File: src/rtl/rv32_multicycle_ctrl_if.sv
// Control bundle between the RV32I multicycle controller and its datapath.
// master = controller side, slave = datapath side.
interface rv32_multicycle_ctrl_if;
    logic       zero;
    logic       lt;
    logic [6:0] OPC;
    logic [2:0] Func3;
    logic [6:0] Func7;

    logic [3:0] ALU_OP;
    logic       SrcA_SEL;
    logic       SrcB_SEL;
    logic       fetch;
    logic [1:0] Sel_Reg_In;
    logic [1:0] PC_Control;
    logic [2:0] imm_SEL;
    logic       RD_WE;
    logic       WE;
    logic       imm_extend_WE;

    modport master (
        input  zero, lt, OPC, Func3, Func7,
        output ALU_OP, SrcA_SEL, SrcB_SEL, fetch, Sel_Reg_In, PC_Control,
               imm_SEL, RD_WE, WE, imm_extend_WE
    );

    modport slave (
        output zero, lt, OPC, Func3, Func7,
        input  ALU_OP, SrcA_SEL, SrcB_SEL, fetch, Sel_Reg_In, PC_Control,
               imm_SEL, RD_WE, WE, imm_extend_WE
    );
endinterface

File: src/rtl/rv32_multicycle_ctrl.sv
// Multicycle control FSM for the RV32I core: FETCH -> DECODE -> EXEC -> (MEM) -> WB.
// Outputs are decoded combinationally from the state register and the instruction fields.
module rv32_multicycle_ctrl (
    input  logic                          clk,
    input  logic                          rst,
    rv32_multicycle_ctrl_if.master        bus
);
    typedef enum logic [2:0] {
        FETCH  = 3'd0,
        DECODE = 3'd1,
        EXEC   = 3'd2,
        MEM    = 3'd3,
        WB     = 3'd4
    } state_t;

    localparam logic [6:0] OP_R     = 7'b0110011;
    localparam logic [6:0] OP_I     = 7'b0010011;
    localparam logic [6:0] OP_LOAD  = 7'b0000011;
    localparam logic [6:0] OP_STORE = 7'b0100011;
    localparam logic [6:0] OP_BR    = 7'b1100011;
    localparam logic [6:0] OP_JAL   = 7'b1101111;
    localparam logic [6:0] OP_JALR  = 7'b1100111;
    localparam logic [6:0] OP_LUI   = 7'b0110111;
    localparam logic [6:0] OP_AUIPC = 7'b0010111;

    localparam logic [3:0] ALU_ADD  = 4'b0000;
    localparam logic [3:0] ALU_SUB  = 4'b0001;
    localparam logic [3:0] ALU_AND  = 4'b0010;
    localparam logic [3:0] ALU_OR   = 4'b0011;
    localparam logic [3:0] ALU_XOR  = 4'b0100;
    localparam logic [3:0] ALU_SLL  = 4'b0101;
    localparam logic [3:0] ALU_SRL  = 4'b0110;
    localparam logic [3:0] ALU_SRA  = 4'b0111;
    localparam logic [3:0] ALU_SLT  = 4'b1000;
    localparam logic [3:0] ALU_SLTU = 4'b1001;

    state_t state;
    logic   zero_q;
    logic   lt_q;

    logic is_load;
    logic is_store;
    logic alt_bit;
    logic func7_unused;

    assign is_load      = (bus.OPC == OP_LOAD);
    assign is_store     = (bus.OPC == OP_STORE);
    assign alt_bit      = bus.Func7[5];
    assign func7_unused = ^{bus.Func7[6], bus.Func7[4:0]};

    // Shared Func3 map; I-type passes allow_sub=0 so ADDI never turns into SUB.
    function automatic logic [3:0] alu_from_f3(input logic [2:0] f3,
                                               input logic       allow_sub,
                                               input logic       alt);
        logic [3:0] op;
        case (f3)
            3'b000:  op = (allow_sub && alt) ? ALU_SUB : ALU_ADD;
            3'b001:  op = ALU_SLL;
            3'b010:  op = ALU_SLT;
            3'b011:  op = ALU_SLTU;
            3'b100:  op = ALU_XOR;
            3'b101:  op = alt ? ALU_SRA : ALU_SRL;
            3'b110:  op = ALU_OR;
            default: op = ALU_AND;
        endcase
        return op;
    endfunction

    always_ff @(posedge clk) begin
        if (rst) begin
            state  <= FETCH;
            zero_q <= 1'b0;
            lt_q   <= 1'b0;
        end else begin
            case (state)
                FETCH:  state <= DECODE;
                DECODE: state <= EXEC;
                EXEC: begin
                    zero_q <= bus.zero;
                    lt_q   <= bus.lt;
                    state  <= (is_load || is_store) ? MEM : WB;
                end
                MEM:     state <= is_store ? FETCH : WB;
                WB:      state <= FETCH;
                default: state <= FETCH;
            endcase
        end
    end

    logic branch_taken;

    always_comb begin
        branch_taken = 1'b0;
        case (bus.Func3)
            3'b000:  branch_taken = zero_q;
            3'b001:  branch_taken = !zero_q;
            3'b100,
            3'b110:  branch_taken = lt_q;
            3'b101,
            3'b111:  branch_taken = !lt_q;
            default: branch_taken = 1'b0;
        endcase
    end

    logic [3:0] alu_op;
    logic       src_a;
    logic       src_b;
    logic       fetch_s;
    logic [1:0] sel_reg;
    logic [1:0] pc_ctl;
    logic [2:0] imm_sel;
    logic       rd_we;
    logic       mem_we;
    logic       imm_we;

    // Everything is forced to zero while rst is high so an aborted instruction cannot write.
    always_comb begin
        alu_op  = ALU_ADD;
        src_a   = 1'b0;
        src_b   = 1'b0;
        fetch_s = 1'b0;
        sel_reg = 2'b00;
        pc_ctl  = 2'b00;
        imm_sel = 3'b000;
        rd_we   = 1'b0;
        mem_we  = 1'b0;
        imm_we  = 1'b0;
        if (!rst) begin
            case (state)
                FETCH: fetch_s = 1'b1;
                DECODE: begin
                    imm_we = 1'b1;
                    case (bus.OPC)
                        OP_STORE:         imm_sel = 3'b001;
                        OP_BR:            imm_sel = 3'b010;
                        OP_LUI, OP_AUIPC: imm_sel = 3'b011;
                        OP_JAL:           imm_sel = 3'b100;
                        default:          imm_sel = 3'b000;
                    endcase
                end
                EXEC: begin
                    case (bus.OPC)
                        OP_R: alu_op = alu_from_f3(bus.Func3, 1'b1, alt_bit);
                        OP_I: begin
                            alu_op = alu_from_f3(bus.Func3, 1'b0, alt_bit);
                            src_b  = 1'b1;
                        end
                        OP_LOAD, OP_STORE, OP_JALR: src_b = 1'b1;
                        OP_BR: begin
                            case (bus.Func3[2:1])
                                2'b10:   alu_op = ALU_SLT;
                                2'b11:   alu_op = ALU_SLTU;
                                default: alu_op = ALU_SUB;
                            endcase
                        end
                        OP_AUIPC: begin
                            src_a = 1'b1;
                            src_b = 1'b1;
                        end
                        default: alu_op = ALU_ADD;
                    endcase
                end
                MEM: begin
                    if (is_store) begin
                        mem_we = 1'b1;
                        pc_ctl = 2'b01;
                    end
                end
                WB: begin
                    pc_ctl = 2'b01;
                    case (bus.OPC)
                        OP_R, OP_I, OP_AUIPC: rd_we = 1'b1;
                        OP_LOAD: begin
                            rd_we   = 1'b1;
                            sel_reg = 2'b01;
                        end
                        OP_BR: pc_ctl = branch_taken ? 2'b10 : 2'b01;
                        OP_JAL: begin
                            rd_we   = 1'b1;
                            sel_reg = 2'b10;
                            pc_ctl  = 2'b10;
                        end
                        OP_JALR: begin
                            rd_we   = 1'b1;
                            sel_reg = 2'b10;
                            pc_ctl  = 2'b11;
                        end
                        OP_LUI: begin
                            rd_we   = 1'b1;
                            sel_reg = 2'b11;
                        end
                        default: rd_we = 1'b0;
                    endcase
                end
                default: fetch_s = 1'b0;
            endcase
        end
    end

    assign bus.ALU_OP        = alu_op;
    assign bus.SrcA_SEL      = src_a;
    assign bus.SrcB_SEL      = src_b;
    assign bus.fetch         = fetch_s;
    assign bus.Sel_Reg_In    = sel_reg;
    assign bus.PC_Control    = pc_ctl;
    assign bus.imm_SEL       = imm_sel;
    assign bus.RD_WE         = rd_we;
    assign bus.WE            = mem_we;
    assign bus.imm_extend_WE = imm_we;
endmodule

File: src/flat_wrapper.sv
// flat-port wrapper written by rule: the top's interface ports become plain ports
module rv32_multicycle_ctrl_flat 
  (clk, rst, bus_zero, bus_lt, bus_OPC, bus_Func3, bus_Func7, bus_ALU_OP, bus_SrcA_SEL, bus_SrcB_SEL, bus_fetch, bus_Sel_Reg_In, bus_PC_Control, bus_imm_SEL, bus_RD_WE, bus_WE, bus_imm_extend_WE);
  rv32_multicycle_ctrl_if bus_i ();
  input  logic clk;
  input  logic rst;
  input wire logic [$bits(bus_i.zero)-1:0] bus_zero;
  input wire logic [$bits(bus_i.lt)-1:0] bus_lt;
  input wire logic [$bits(bus_i.OPC)-1:0] bus_OPC;
  input wire logic [$bits(bus_i.Func3)-1:0] bus_Func3;
  input wire logic [$bits(bus_i.Func7)-1:0] bus_Func7;
  output wire logic [$bits(bus_i.ALU_OP)-1:0] bus_ALU_OP;
  output wire logic [$bits(bus_i.SrcA_SEL)-1:0] bus_SrcA_SEL;
  output wire logic [$bits(bus_i.SrcB_SEL)-1:0] bus_SrcB_SEL;
  output wire logic [$bits(bus_i.fetch)-1:0] bus_fetch;
  output wire logic [$bits(bus_i.Sel_Reg_In)-1:0] bus_Sel_Reg_In;
  output wire logic [$bits(bus_i.PC_Control)-1:0] bus_PC_Control;
  output wire logic [$bits(bus_i.imm_SEL)-1:0] bus_imm_SEL;
  output wire logic [$bits(bus_i.RD_WE)-1:0] bus_RD_WE;
  output wire logic [$bits(bus_i.WE)-1:0] bus_WE;
  output wire logic [$bits(bus_i.imm_extend_WE)-1:0] bus_imm_extend_WE;
  assign bus_i.zero = bus_zero;
  assign bus_i.lt = bus_lt;
  assign bus_i.OPC = bus_OPC;
  assign bus_i.Func3 = bus_Func3;
  assign bus_i.Func7 = bus_Func7;
  assign bus_ALU_OP = bus_i.ALU_OP;
  assign bus_SrcA_SEL = bus_i.SrcA_SEL;
  assign bus_SrcB_SEL = bus_i.SrcB_SEL;
  assign bus_fetch = bus_i.fetch;
  assign bus_Sel_Reg_In = bus_i.Sel_Reg_In;
  assign bus_PC_Control = bus_i.PC_Control;
  assign bus_imm_SEL = bus_i.imm_SEL;
  assign bus_RD_WE = bus_i.RD_WE;
  assign bus_WE = bus_i.WE;
  assign bus_imm_extend_WE = bus_i.imm_extend_WE;
  rv32_multicycle_ctrl u_core (.clk(clk), .rst(rst), .bus(bus_i));
endmodule
File: config.mk
export PLATFORM = sky130hd
export DESIGN_NAME = rv32_multicycle_ctrl_flat
export DESIGN_NICKNAME = d
export VERILOG_FILES = /design/src/rtl/rv32_multicycle_ctrl_if.sv /design/src/rtl/rv32_multicycle_ctrl.sv /design/src/flat_wrapper.sv
export SDC_FILE = /design/constraint.sdc
export NUM_CORES = 1
export LEC_CHECK = 0
export CORE_UTILIZATION = 39
export DETAILED_ROUTE_END_ITERATION = 7
export GPL_TIMING_DRIVEN = 0
export PLACE_DENSITY_LB_ADDON = 0.3
export SETUP_SLACK_MARGIN = 0.4
export SYNTH_ARGS = -nofsm -noshare
export SYNTH_HDL_FRONTEND = slang
export SYNTH_SLANG_ARGS = --single-unit
File: constraint.sdc
create_clock -name clk -period 3.87 [get_ports clk]
set_clock_uncertainty 0.15 [all_clocks]
set_input_delay 0.774 -clock clk [delete_from_list [all_inputs] [get_ports clk]]
set_output_delay 0.774 -clock clk [all_outputs]
set_load 0.02 [all_outputs]
# Word-level counts from Yosys, hierarchy flattened
# Cells that the tools add are included.
# totals
reg_bits	5
input_bits	21
# op_classes
eq_ne	22
mux	39
n_reduce_logical	11
# op_table
cell	n
4-bit one-hot mux with 7 select lines	2
3-bit one-hot mux with 4 select lines	2
7-bit by 6-bit equality test with 1-bit output (second input constant)	3
7-bit equality test (second input constant)	3
1-bit two-way mux	19
3-bit equality test (second input constant)	5
7-bit by 5-bit equality test with 1-bit output (second input constant)	2
3-bit by 2-bit equality test with 1-bit output (second input constant)	4
3-bit two-way mux	4
2-bit one-hot mux with 3 select lines	2
4-bit one-hot mux with 3 select lines	1
2-bit two-way mux	4
4-bit two-way mux	2
4-bit one-hot mux with 2 select lines	1
2-bit OR reduction	4
7-bit by 2-bit equality test with 1-bit output (second input constant)	1
7-bit OR reduction	1
3-bit by 1-bit equality test with 1-bit output (second input constant)	2
3-bit logical NOT	2
5-bit OR reduction	1
2-bit equality test (second input constant)	2
1-bit one-hot mux with 4 select lines	1
2-bit one-hot mux with 2 select lines	1
1-bit logical NOT	2
1-bit logical OR	1

# Logic depth before layout (Yosys ltp)
# Gate-level depths: netlist of the first run.
# logic_depth
depth_word	7
depth_mapped	5
ltp_nobuf	5

# Worst setup path before layout of the first run
# No wires, ideal clock.
# synth_timing
path_type	input to output
start	input port bus_OPC[3]
end	output port bus_RD_WE
arrival_ns	1.812
required_time_ns	2.946
setup_slack_ns	1.134
path_stages	5
n_path_buf	1
cell_sequence	and3b_1 -> clkbuf_1 -> and2_1 -> nand2b_1 -> a31oi_1
# synth_between
elab_chain_len	5
elab_cells_between_ends	11
# synth_rtl
item	line	source
start, declared	flat_wrapper.sv:9	input wire logic [$bits(bus_i.OPC)-1:0] bus_OPC;
7-bit by 6-bit equality test with 1-bit output, or another cell as far along	rv32_multicycle_ctrl.sv:171	case (bus.OPC)
7-bit OR reduction (no source line) *	n/a	
1-bit two-way mux *	rv32_multicycle_ctrl.sv:171	
1-bit two-way mux *	rv32_multicycle_ctrl.sv:129	case (state)
1-bit two-way mux *	rv32_multicycle_ctrl.sv:128	if (!rst) begin
end, declared	flat_wrapper.sv:19	output wire logic [$bits(bus_i.RD_WE)-1:0] bus_RD_WE;
# Every way passes the cells marked *; elsewhere a longest branch is shown, timed or not.

# Worst setup path after layout of the first run
# layout_timing
start	input port bus_OPC[0]
end	output port bus_WE
# layout_between
elab_chain_len	4
# layout_rtl
item	line	source
7-bit by 6-bit equality test with 1-bit output	rv32_multicycle_ctrl.sv:47	assign is_store = (bus.OPC == OP_STORE);
1-bit two-way mux	rv32_multicycle_ctrl.sv:164	if (is_store) begin
1-bit two-way mux	rv32_multicycle_ctrl.sv:129	
1-bit two-way mux	rv32_multicycle_ctrl.sv:128	
end, declared	flat_wrapper.sv:20	output wire logic [$bits(bus_i.WE)-1:0] bus_WE;
# Every way passes these cells.

==> results.sh, run 1 <==
export IMPL_outcome="finished clean"
export IMPL_fin_tns_setup_ps=0
export IMPL_max_cap_viol_count=0
export IMPL_postCtsHoldBufs=0
export IMPL_synth_top_cells_by_area="dfxtp_1 (16%), o21ai_0 (7.4%), nand2_1 (6.7%)"
export IMPL_timing_final_hold_violations=0
export IMPL_core_area_um2=1383
export IMPL_route_antenna_remaining_nets=0
export IMPL_finalSetupViolations=0
export IMPL_die_y_um=41.61
export IMPL_drc=0
export IMPL_synth_edf_count=0
export IMPL_criticalPathCategory="input port to output pin"
export IMPL_cp_depth=5
export IMPL_required_ps=2950
export IMPL_fillers=126
export IMPL_drive_gt1_frac=0.1667
export IMPL_grt_pass1_wl_um=2787
export IMPL_ys_warn_count=0
export IMPL_timing_rr_end="u_core.state[1]$_SDFF_PP0_"
export IMPL_crit_start="bus_OPC[0]"
export IMPL_drv_slew=0
export IMPL_start_util=0.4425
export IMPL_drt_pass1_iter_count=4
export IMPL_end_kind="output pin"
export IMPL_grt_pass1_vias=665
export IMPL_ir_drop_mv=0.3225
export IMPL_fin_crit_ps=3390
export IMPL_reg2reg_slack_ps=2690
export IMPL_wl_um=1798
export IMPL_fmax_mhz=295.0
export IMPL_wire_per_inst_um=13.32
export IMPL_crit_top_cell="clkdlybuf4s50_1"
export IMPL_critPathMaxFanout=8
export IMPL_cts_buffer_depth=2
export IMPL_insertedDiodeCount=0
export IMPL_path_clk_slew_ps=40
export IMPL_synthMostInstantiatedCell="nand2_1"
export IMPL_overflow=0
export IMPL_grt_use_total=0.2052
export IMPL_yosysTopAreaCell="dfxtp_1"
export IMPL_setup_worst_path_end="bus_WE"
export IMPL_rr_worst_depth=3
export IMPL_area_growth_pct=54.40
export IMPL_synth_nets=108
export IMPL_cp_cell_sequence="clkdlybuf4s50_1 -> and3b_1 -> clkbuf_2 -> and4_1 -> clkdlybuf4s50_1"
export IMPL_start_kind="input port"
export IMPL_avgSynthCellArea_um2=7.033
export IMPL_io_buffers=28
export IMPL_path_buf_inv=3
export IMPL_fp_row_count=13
export IMPL_syn_area_um2=611.8
export IMPL_relSlewSlack=0.7221
export IMPL_finalCritPeriodShare=0.8760
export IMPL_vias=785
export IMPL_worst_pin_slew_ps=416.8
export IMPL_vias_per_cell=5.815
export IMPL_numClockSinks=5
export IMPL_synth_top_area_frac=0.1636
export IMPL_synth_flop_cell="dfxtp_1"
export IMPL_powerDensity_nw_per_um2=194.7
export IMPL_critPathArrivalTime_ps=2470
export IMPL_rsz0062_at_grt="false"
export IMPL_synth_cell_types=34
export IMPL_hpwl_um=1306
export IMPL_drtIter0Drc=15
export IMPL_clockRootBuffer="clkbuf_4"
export IMPL_cts_tree="done"
export IMPL_grt_max_degree=11
export IMPL_dieArea_um2=1731
export IMPL_synth_async_sr_flop_share=0
export IMPL_cts_made_buffers=3
export IMPL_r2r_start="u_core.state[1]$_SDFF_PP0_"
export IMPL_ys_ff_latch=5
export IMPL_yosysSeqAreaShare=0.1636
export IMPL_slowest_stage="clkdlybuf4s50_1"
export IMPL_max_stage_delay_ps=610
export IMPL_cp_top_family="buffers and inverters"
export IMPL_hp_class="flop to flop"
export IMPL_gp_congestion=0.8354
export IMPL_die_x_um=41.61
export IMPL_nets=142
export IMPL_antenna_found_initial=0
export IMPL_syn_inst=87
export IMPL_synth_common_cells="nand2_1 (11), o21ai_0 (9), a21oi_1 (7)"
export IMPL_num_io_pins=38
export IMPL_p_leak_nw=0.4201
export IMPL_whs_ps=318.9
export IMPL_clock_latency_ps=250
export IMPL_htree_levels=1
[cells by family (layout without fill, tap and decap cells)]
logic type / count (synthesis) / count (layout) / synth area share
XOR/XNOR: 2 / 2 / 0.02864
AO/OA/AOI/OAI: 22 / 22 / 0.2045
buffers and inverters: 6 / 39 / 0.03885
flip-flops: 5 / 5 / 0.1636
multiplexers: 1 / 1 / 0.01636
AND/OR/NAND/NOR: 51 / 51 / 0.5481
[worst min path at each step]
stage / startpoint / end / slack (ps) / cells after the start
finish: u_core.lt_q$_SDFFE_PP0N_ / u_core.lt_q$_SDFFE_PP0N_ / 320 / 2
global placement: u_core.zero_q$_SDFFE_PP0N_ / u_core.zero_q$_SDFFE_PP0N_ / 310 / 2
CTS: u_core.lt_q$_SDFFE_PP0N_ / u_core.lt_q$_SDFFE_PP0N_ / 320 / 2
global route: u_core.lt_q$_SDFFE_PP0N_ / u_core.lt_q$_SDFFE_PP0N_ / 340 / 2
detailed placement: u_core.lt_q$_SDFFE_PP0N_ / u_core.lt_q$_SDFFE_PP0N_ / 320 / 2
floorplan: u_core.lt_q$_SDFFE_PP0N_ / u_core.lt_q$_SDFFE_PP0N_ / 290 / 2
[layer usage]
metal	GRT usage	vias up	wire [µm]
met5	0	-	0
met2	0.3625	38	889
met3	0.06087	2	115
met4	0.03871	0	10
li1	-	388	-
met1	0.2441	357	782
[cells in the final DEF, fill, tap and decap left out, types with 3 or more instances in the layout]
cell / synthesis / routed
a21oi_1: 7 / 7
clkbuf_1: 3 / 3
clkbuf_2: 0 / 3
clkbuf_4: 0 / 3
clkdlybuf4s50_1: 0 / 14
dfxtp_1: 5 / 5
dlygate4sd2_1: 0 / 10
nand2_1: 11 / 11
nand2b_1: 3 / 3
nand3_1: 5 / 5
nand3b_1: 3 / 3
nor2_1: 5 / 4
nor3_1: 5 / 4
o21ai_0: 9 / 9
[layout make-up]
cell class                 count  area, µm²  share of cell area
multi-input combinational     76      504.2              0.5338
timing repair buffer          29      270.3              0.2861
sequential                     5      100.1              0.1060
clock buffer                   4      26.28             0.02781
tap                           15      18.77             0.01987
buffer                         4      17.52             0.01854
inverter                       2      7.507            0.007947
[metrics by stage]
| step | std cells | instance area, µm² | setup WS (ps) | power (mW) | utilization |
|---|---|---|---|---|---|
| floorplan | 87 | 611.8 | 1134 | 0.09322 | - |
| global placement | 130 | 910.9 | 187.5 | 0.1185 | 0.6588 |
| detailed placement | 130 | 910.9 | 93.40 | 0.1200 | 0.6588 |
| CTS | 135 | 939.7 | 288.5 | 0.1838 | 0.6796 |
| global route | 135 | 944.7 | 402.0 | 0.1962 | 0.6833 |
| finish | 135 | 944.7 | 479.9 | 0.1839 | 0.6833 |
[power breakdown]
group,internal (mW),switching (mW)
logic,0.0283,0.0321
clock network,0.0391,0.0231
registers,0.0553,0.00606
[flip-flops by register name, summed over array words and instances (netlist names)]
register       flops
u_core.lt_q        1
u_core.state       3
u_core.zero_q      1
[worst reg2reg max path: cells and delay by family (launching register included)]
kind,cells,cell delay (ps)
flip-flops,1,510
AO/OA/AOI/OAI,1,110
AND/OR/NAND/NOR,2,290
[repair_timing]
item / 4_1_cts / 5_1_grt
resized for setup: 16 / 9
endpoints found under the setup margin: 14 / 5
pin swaps: 1 / 0
setup buffers: 1 / 0
hold endpoints to repair: 0 / 0
(Power assumes the default switching activity.)
==> inputs of run 2 (changes only) <==
--- a/config.mk
+++ b/config.mk
@@ -5,10 +5,14 @@
 export SDC_FILE = /design/constraint.sdc
 export NUM_CORES = 1
 export LEC_CHECK = 0
-export CORE_UTILIZATION = 39
+export CELL_PAD_IN_SITES_DETAIL_PLACEMENT = 1
+export CELL_PAD_IN_SITES_GLOBAL_PLACEMENT = 2
+export CORE_ASPECT_RATIO = 0.7
+export CORE_UTILIZATION = 19
 export DETAILED_ROUTE_END_ITERATION = 7
 export GPL_TIMING_DRIVEN = 0
 export PLACE_DENSITY_LB_ADDON = 0.3
+export REMOVE_ABC_BUFFERS = 1
 export SETUP_SLACK_MARGIN = 0.4
 export SYNTH_ARGS = -nofsm -noshare
 export SYNTH_HDL_FRONTEND = slang
==> results.sh, run 2 (same netlist as run 1, synthesis figures left out) <==
export IMPL_outcome="finished clean"
export IMPL_worst_pin_slew_ps=354.7
export IMPL_path_clk_slew_ps=30
export IMPL_rr_worst_depth=3
export IMPL_end_kind="output pin"
export IMPL_cp_top_family="buffers and inverters"
export IMPL_core_area_um2=2923
export IMPL_final_common_cell="clkdlybuf4s50_1"
export IMPL_setup_worst_path_end="bus_WE"
export IMPL_die_x_um=69.83
export IMPL_ir_drop_mv=0.09988
export IMPL_required_ps=2950
export IMPL_postCtsHoldBufs=0
export IMPL_switchingPower_uw=62.86
export IMPL_drtIter0Drc=25
export IMPL_cp_cell_sequence="clkdlybuf4s50_1 -> and4bb_2 -> and4_1 -> clkdlybuf4s50_1"
export IMPL_htree_levels=1
export IMPL_seq_power_share=0.281
export IMPL_grt_use_total=0.1283
export IMPL_overflow=0
export IMPL_hp_class="flop to flop"
export IMPL_clock_latency_ps=220
export IMPL_crit_top_cell="clkdlybuf4s50_1"
export IMPL_critPathArrivalTime_ps=2450
export IMPL_comb_power_share=0.281
export IMPL_switching_share=0.2883
export IMPL_grt_max_degree=11
export IMPL_relSlewSlack=0.7635
export IMPL_dieArea_um2=3455
export IMPL_dp_cells=150
export IMPL_register_area_um2=100.1
export IMPL_p_clk_frac=0.438
export IMPL_finalSetupViolations=0
export IMPL_instances_no_fill=156
export IMPL_nets=142
export IMPL_critPathMaxFanout=7
export IMPL_slowest_stage="clkdlybuf4s50_1"
export IMPL_die_y_um=49.48
export IMPL_p_leak_nw=0.4369
export IMPL_fin_crit_ps=3377
export IMPL_fp_row_count=16
export IMPL_crit_start="rst"
export IMPL_cp_depth=4
export IMPL_reg2reg_slack_ps=2690
export IMPL_finalCritPeriodShare=0.8727
export IMPL_max_cap_viol_count=0
export IMPL_antenna_found_initial=0
export IMPL_criticalPathCategory="input port to output pin"
export IMPL_hpwl_um=1671
export IMPL_route_antenna_remaining_nets=0
export IMPL_cts_buffer_depth=2
export IMPL_grt_pass1_vias=750
export IMPL_whs_ps=319.7
export IMPL_io_buffers=31
export IMPL_vias=754
export IMPL_grt_pass1_wl_um=3608
export IMPL_gp_congestion=0.7381
export IMPL_largest_reg_flops=3
export IMPL_path_buf_inv=2
export IMPL_wl_um=2131
export IMPL_vias_per_cell=4.833
export IMPL_clockRootBuffer="clkbuf_8"
export IMPL_dpl_cell_area_um2=950.9
export IMPL_timing_final_hold_violations=0
export IMPL_start_kind="input port"
export IMPL_top_regs="u_core.state: 3 flops, u_core.lt_q: 1 flops, u_core.zero_q: 1 flops"
export IMPL_powerDensity_nw_per_um2=217.8
export IMPL_timing_rr_end="u_core.state[1]$_SDFF_PP0_"
export IMPL_mostFrequentLayoutCells="clkdlybuf4s50_1 (14), nand2_1 (11), dlygate4sd2_1 (10)"
export IMPL_cts_tree="done"
export IMPL_cts_made_buffers=3
export IMPL_max_stage_delay_ps=610
export IMPL_drv_slew=0
export IMPL_fmax_mhz=296.1
export IMPL_min_from="u_core.lt_q$_SDFFE_PP0N_"
export IMPL_drt_pass1_iter_count=4
export IMPL_intPower_uw=155.2
export IMPL_fillers=366
export IMPL_wire_per_inst_um=13.66
export IMPL_r2r_start="u_core.state[1]$_SDFF_PP0_"
export IMPL_area_growth_pct=63.60
export IMPL_fin_area_um2=1001
export IMPL_insertedDiodeCount=0
export IMPL_drive_gt1_frac=0.1750
export IMPL_drc=0
export IMPL_numClockSinks=5
export IMPL_start_util=0.2093
export IMPL_rsz0062_at_grt="false"
export IMPL_fin_tns_setup_ps=0
export IMPL_num_io_pins=38
export IMPL_regMostFlops="u_core.state"
export IMPL_whs_path_depth=2
export IMPL_multiInputGateArea_um2=503.0
## run 2: worst min-delay path, cell delays in order (launching register included)
cell     delay [ps]
dfxtp_1         310
nand2_1          60
a21oi_1          50
## run 2: cell type report
cell class / instances / share of cell area
multi-input cells: 76 / 0.5025
clock buffers: 4 / 0.04500
inverters: 2 / 0.007500
repair buffers: 33 / 0.3000
well taps: 36 / 0.04500
flip-flops and latches: 5 / 0.1000
## run 2: metal layers
metal,vias up,GRT usage,part of all wire
li1,385,-,-
met1,348,0.1804,0.51
met4,0,0.02000,0.0084
met5,-,0,0
met3,2,0.02863,0.038
met2,19,0.2035,0.44
## run 2: what timing repair did
| item | in CTS | in global routing |
|---|---|---|
| buffers inserted | 2 | 0 |
| gates resized for setup | 18 | 13 |
| pin swaps | 1 | 1 |
| setup endpoints to repair | 14 | 7 |
## run 2: metrics by stage
step | power (mW) | setup WS, ps | utilization
finish | 0.2181 | 492.8 | 0.3425
global route | 0.2322 | 408.3 | 0.3425
CTS | 0.2198 | 251.8 | 0.3433
detailed placement | 0.1234 | 3.345 | 0.3253
global placement | 0.1218 | 61.25 | 0.3253
floorplan | 0.08964 | 1229 | -
## run 2: power groups by stage
stage / registers [mW] / logic (mW) / clock network (mW)
4_1_cts: 0.0614 / 0.0613 / 0.0971
6_report: 0.0613 / 0.0613 / 0.0954
3_5_place_dp: 0.0622 / 0.0612 / 0
5_1_grt: 0.0623 / 0.0674 / 0.102
2_1_floorplan: 0.0608 / 0.0289 / 0
3_3_place_gp: 0.0619 / 0.0599 / 0
## run 2: worst min path at each step
stage                                      end
detailed placement    u_core.lt_q$_SDFFE_PP0N_
global placement    u_core.zero_q$_SDFFE_PP0N_
CTS                   u_core.lt_q$_SDFFE_PP0N_
finish                u_core.lt_q$_SDFFE_PP0N_
global route        u_core.zero_q$_SDFFE_PP0N_
floorplan             u_core.lt_q$_SDFFE_PP0N_
